[src/rtl/demux16_4_buffered.sv]
// ============================================================================
// Module   : demux16_4_buffered
// Purpose  : Registered 1-to-4 demultiplexer for 16-bit words, one-entry
//            valid/ready buffer per channel plus a delivered-word counter.
// Revision : 1.0 - initial release
// ============================================================================
`default_nettype none

module demux16_4_buffered (
    input  logic        Clk,
    input  logic        Reset,
    input  logic [15:0] InData,
    input  logic [1:0]  Sel,
    input  logic        InValid,
    output logic        InReady,
    output logic [15:0] Output1,
    output logic [15:0] Output2,
    output logic [15:0] Output3,
    output logic [15:0] Output4,
    output logic [3:0]  OutValid,
    input  logic [3:0]  OutReady,
    output logic [7:0]  DeliveredCount
);

    logic [15:0] data_q [4];
    logic [15:0] data_d [4];
    logic [3:0]  valid_q;
    logic [3:0]  valid_d;
    logic [7:0]  count_q;
    logic [7:0]  count_d;

    logic        w_in_xfer;
    logic [3:0]  w_sel_onehot;
    logic [3:0]  w_drain;
    logic [2:0]  w_drain_num;

    // Readiness looks only at the addressed channel, so a stalled channel
    // never holds up words destined elsewhere.
    assign InReady      = !valid_q[Sel] || OutReady[Sel];
    assign w_in_xfer    = InValid && InReady;
    assign w_sel_onehot = 4'b0001 << Sel;
    assign w_drain      = valid_q & OutReady;
    assign w_drain_num  = {2'b00, w_drain[0]} + {2'b00, w_drain[1]}
                        + {2'b00, w_drain[2]} + {2'b00, w_drain[3]};

    always_comb begin
        data_d  = data_q;
        valid_d = valid_q;
        count_d = count_q + {5'b00000, w_drain_num};
        for (int k = 0; k < 4; k++) begin
            // A load wins over a simultaneous drain; a drain alone leaves
            // the data register untouched so the output stays stable.
            if (w_in_xfer && w_sel_onehot[k]) begin
                data_d[k]  = InData;
                valid_d[k] = 1'b1;
            end else if (w_drain[k]) begin
                valid_d[k] = 1'b0;
            end
        end
    end

    always_ff @(posedge Clk) begin
        if (Reset) begin
            for (int k = 0; k < 4; k++) begin
                data_q[k] <= 16'h0000;
            end
            valid_q <= 4'b0000;
            count_q <= 8'h00;
        end else begin
            for (int k = 0; k < 4; k++) begin
                data_q[k] <= data_d[k];
            end
            valid_q <= valid_d;
            count_q <= count_d;
        end
    end

    assign Output1        = data_q[0];
    assign Output2        = data_q[1];
    assign Output3        = data_q[2];
    assign Output4        = data_q[3];
    assign OutValid       = valid_q;
    assign DeliveredCount = count_q;

endmodule

`default_nettype wire
[config.mk]
export PLATFORM = sky130hd
export DESIGN_NAME = demux16_4_buffered
export DESIGN_NICKNAME = d
export VERILOG_FILES = /design/src/rtl/demux16_4_buffered.sv
export SDC_FILE = /design/constraint.sdc
export NUM_CORES = 1
export LEC_CHECK = 0
export ABC_AREA = 1
export BUFFER_PORTS_ARGS = -buffer_cell sky130_fd_sc_hd__buf_4
export CAP_MARGIN = 20
export CORE_ASPECT_RATIO = 0.75
export CORE_UTILIZATION = 55
export DETAILED_ROUTE_END_ITERATION = 7
export PLACE_DENSITY = 0.82
export RECOVER_POWER = 25
export SLEW_MARGIN = 0
export SYNTH_ARGS = -nofsm -noshare
export SYNTH_HDL_FRONTEND = slang
export SYNTH_SLANG_ARGS = --single-unit
[constraint.sdc]
create_clock -name Clk -period 3.4 [get_ports Clk]
set_input_delay 0.34 -clock Clk [delete_from_list [all_inputs] [get_ports Clk]]
set_output_delay 0.34 -clock Clk [all_outputs]
set_load 0.02 [all_outputs]
-- After elaboration in Yosys (flattened, before gate mapping)
Cells that the tools add are included.
- magnitude comparators: 1
- reduce and logical (&&, ||, !) cells: 11
- shift operators: 1
- mux-type cells: 12
- add/sub/neg operators: 4
- bitwise logic cells: 1
- operators by type and width (kind ; count):
    $mux W1 ; 10
    $add A8 B3 Y8 ; 1
    $reduce_bool A2 Y1 ; 4
    $logic_and A1 B1 Y1 ; 5
    $and A4 B4 Y4 ; 1
    $bmux W1 S2 ; 2
    $shl A1 B2 Y4 const A ; 1
    $add A2 B1 Y3 ; 1
    $add A3 B1 Y3 ; 1
    $lt A2 B3 Y1 const B ; 1
    $add A1 B1 Y2 ; 1
    $logic_not A1 Y1 ; 1
    $logic_or A1 B1 Y1 ; 1
- output and inout bits: 77
- logic and storage cells: 39
- bits of input ports: 25
- flip-flop bits (word level): 76

-- Depth between registers and ports, before layout
- depth in word-level cells: 7
- mapped depth: 12
- mapped depth without buffers: 11

-- Worst setup path before layout
No wires, ideal clock.
- kind: register to register
- start point: register valid_q[0] (netlist: OutValid[0])
- end point: register count_q[6] (netlist: DeliveredCount[6])
- library setup time: 0.078 ns
- period minus slack after synthesis: 2.288 ns
- slack: 1.112 ns
- path buffers: 0
- required time: 3.322 ns
- cell stages (with the launch flop): 12
- arrival: 2.210 ns
- cells stage by stage: dfxtp_1 > nand2_1 > fa_1 > fa_1 > inv_2 > fa_1 > nand2_1 > inv_1 > nand2_1 > nor2_1 > a21oi_1 > nor3_1
- cells in the longest elaborated chain, start to end: 5
- RTL lines (item ; line ; source):
    start: declaration ; 27 ; logic [3:0] valid_q;
    start signal: assignment ; 73 ; valid_q <= valid_d;
    $and A4 B4 Y4 ; 42 ; assign w_drain = valid_q & OutReady;
    $add A1 B1 Y2 ; 43 ; assign w_drain_num = {2'b00, w_drain[0]} + {2'b00, w_drain[1]}
    $add A2 B1 Y3 ; 44 ; + {2'b00, w_drain[2]} + {2'b00, w_drain[3]};
    $add A3 B1 Y3 ; 44 ;
    $add A8 B3 Y8 ; 49 ; count_d = count_q + {5'b00000, w_drain_num};
    end signal: assignment ; 74 ; count_q <= count_d;
    end: declaration ; 29 ; logic [7:0] count_q;
Every way passes these cells.
A chain may end at the register's enable or synchronous reset.

-- Worst setup path in the final report
Ends and elaborated chain as after synthesis.

==> impl_results.md <==
- Std cell rows: 26
- Synth warn: 0
- Cell variety after synth: 26
- Residual DRC count: 0
- Initial Utilization: 57.8%
- HP Class: input port to flop
- Worst Setup End Kind: flop
- Worst Path Required: 3670 ps
- Clock tree from TritonCTS: done
- Synthesized Nets: 624
- Leak: 2.42 nW
- Average wire per standard cell: 12.9 um
- GR Util met1: 35.9%
- Met2 Use GR: 43.7%
- GRT met3 Usage: 5.41%
- Vias in the first global route: 3268
- First-pass GRT wire length: 15.7 mm
- Gpl congestion: 0.920
- DR vias/cell: 4.82
- Seq cells post-synth: 76
- Core Region: 0.00690 mm^2
- Die ar.: 0.00760 mm^2
- Crit path kind: flop to flop
- Cell count after synthesis: 595
- Fin. Hold Viols: 0
- Gr busiest metal: met2
- Pre-antenna DRT Iters: 5
- Clock buffer depth: 2
- ANT nets after route: 0
- Post-DP HPWL: 6.77 mm
- Sequential-to-total area share from yosys stat: 38.1%
- CP cell instances: nand2_1, fa_1, fa_1, inv_2, fa_1, nand2_1, inv_1, nand2_1, nor2_1, a21oi_1, nor3_1
- Layout Skew: 9.63 ps
- Hold buffers post-CTS: 0
- CP top delay family: adder cells
- Area Overhead vs Synth: 18.6%
- Share of the cycle needed by the critical path after routing: 68.4%
- Max Fanout on Critical Path: 4
- Grt ovf: 0
- Tmin final: 2330 ps
- Unrepaired setup endpoints after global routing: no
- Layout cells sized above 1: 19.8%
- Crit path largest cell delay: 510 ps
- Nets: 703
- Tot GR Track Use: 26.9%
- Routed wire length: 10.0 mm
- I/O Pins: 102
- Final setup fails: 0
- Crit path DAT: 2600 ps
- Tot Pwr: 2.09 mW
- Post-CTS sizing: 0
- Tightest Pin Transition: 1050 ps
- FMAX: 0.430 GHz
- Iter 0 DRT Violations: 317
- IO buf count: 101
- Antenna violations before repair: 0
- Final count of pins violating max slew: 0
- Worst path buffer plus inverter count: 2
- Status: finished clean
- Largest net degree at the start of global routing: 70
- Setup TNS: 0 ps
- CTS Root Cell: clkbuf_8
- Setup bufs post-CTS: 0
- Worst path slowest cell: fa_1
- Routed vias: 3738
- Die width: 100 um
- Slew HR: 30.1%
- Fill count: 620
- Max-Cap Viols: 0
- Cell Area, Synth: 0.00399 mm^2
- CTS buffer count: 9
- Clk_lat worst skew: 350 ps
- H-Tree Depth: 3
- Worst-path clk slew: 90 ps
- Die H: 75.8 um
- CP Launch Type: flop
- Syn_area_per_cell: 6.70 um^2
- Peak VDD IR: 280 uV
- PD cells: 443 mW/mm^2
- Clk sinks: 76
- Ant diodes: 0
==> where the power goes <==
| group | switching, mW | internal [mW] |
|---|---|---|
| clock network | 0.347 | 0.411 |
| registers | 0.0273 | 0.935 |
| logic | 0.251 | 0.124 |
| total | 0.625 | 1.47 |
==> flip-flops by register name, indices dropped and copies added, names as in the netlist <==
name,cells
OutValid,4
Output1,16
Output4,16
DeliveredCount,8
Output2,16
Output3,16
==> Yosys cell counts, drive strengths merged <==
library cell,instances,share of area (%)
inv,163,15
nand2,156,16
dfxtp,76,38
nor2,75,9.0
nand4,64,10
buf,30,5.0
a21oi,8,1.0
nand3,8,2.5
clkbuf,3,0.28
fa,3,1.5
nor3,3,0.38
nor4,3,0.47
o21ai,2,0.25
ha,1,0.31
==> worst reg2reg max path, cell delays in order, from the launching register on <==
cell     delay, ps
dfxtp_1        380
nand2_1         90
fa_1           510
fa_1           480
inv_2           80
fa_1           180
nand2_1         50
inv_1           70
nand2_1        100
nor2_1         100
a21oi_1         60
nor3_1         160
==> per-layer routing <==
metal / up-vias / part of all wire (%)
li1: 1921 / -
met1: 1626 / 45
met2: 168 / 45
met3: 23 / 8.1
met4: 0 / 2.2
met5: - / 0
==> per-stage QoR <==
step,setup slack [ps],std cells,util (%),area [um^2],hold WS [ps]
2_1_floorplan,1110,595,-,3990,503
3_3_place_gp,1140,761,67.6,4660,486
3_5_place_dp,1020,761,67.6,4660,490
4_1_cts,1070,776,70.7,4870,241
5_1_grt,862,776,68.6,4730,252
6_report,1070,776,68.6,4730,251
==> final timing paths <==
check,from,to,slack (ps),cells after the start
worst max register to register,OutValid[0],DeliveredCount[6],1070,11
worst min register to register,OutValid[2],OutValid[2],510,2
worst min-delay path,Reset,DeliveredCount[0],250,2
worst max-delay path,OutValid[0],DeliveredCount[6],1070,11
==> cell families after synthesis <==
logic type	Yosys count	share of synthesized area (%)
AND/OR/NAND/NOR	309	38.1
buffers and inverters	196	20.6
flip-flops	76	38.1
AO/OA/AOI/OAI	10	1.25
adder cells (fa/ha/maj)	4	1.82
==> cell type report <==
class	instances	area, um^2	share of cell area (%)
Multi-Input combinational cell	323	1640	34.7
Sequential cell	76	1520	32.2
Timing Repair Buffer	101	616	13.0
Inverter	163	614	13.0
Clock buffer	9	124	2.62
Tap cell	98	123	2.59
Clock inverter	6	90.1	1.90
==> cells in the final DEF, fill, tap and decap left out, drive strengths merged <==
master,Yosys,layout
a21oi,8,8
buf,30,63
bufinv,0,2
clkbuf,3,47
clkinv,0,3
clkinvlp,0,1
dfxtp,76,76
fa,3,3
ha,1,1
inv,163,163
nand2,156,156
nand3,8,8
nand4,64,64
nor2,75,75
nor3,3,3
nor4,3,3
o21ai,2,2
Note: power is estimated with default switching activity, not from simulation.
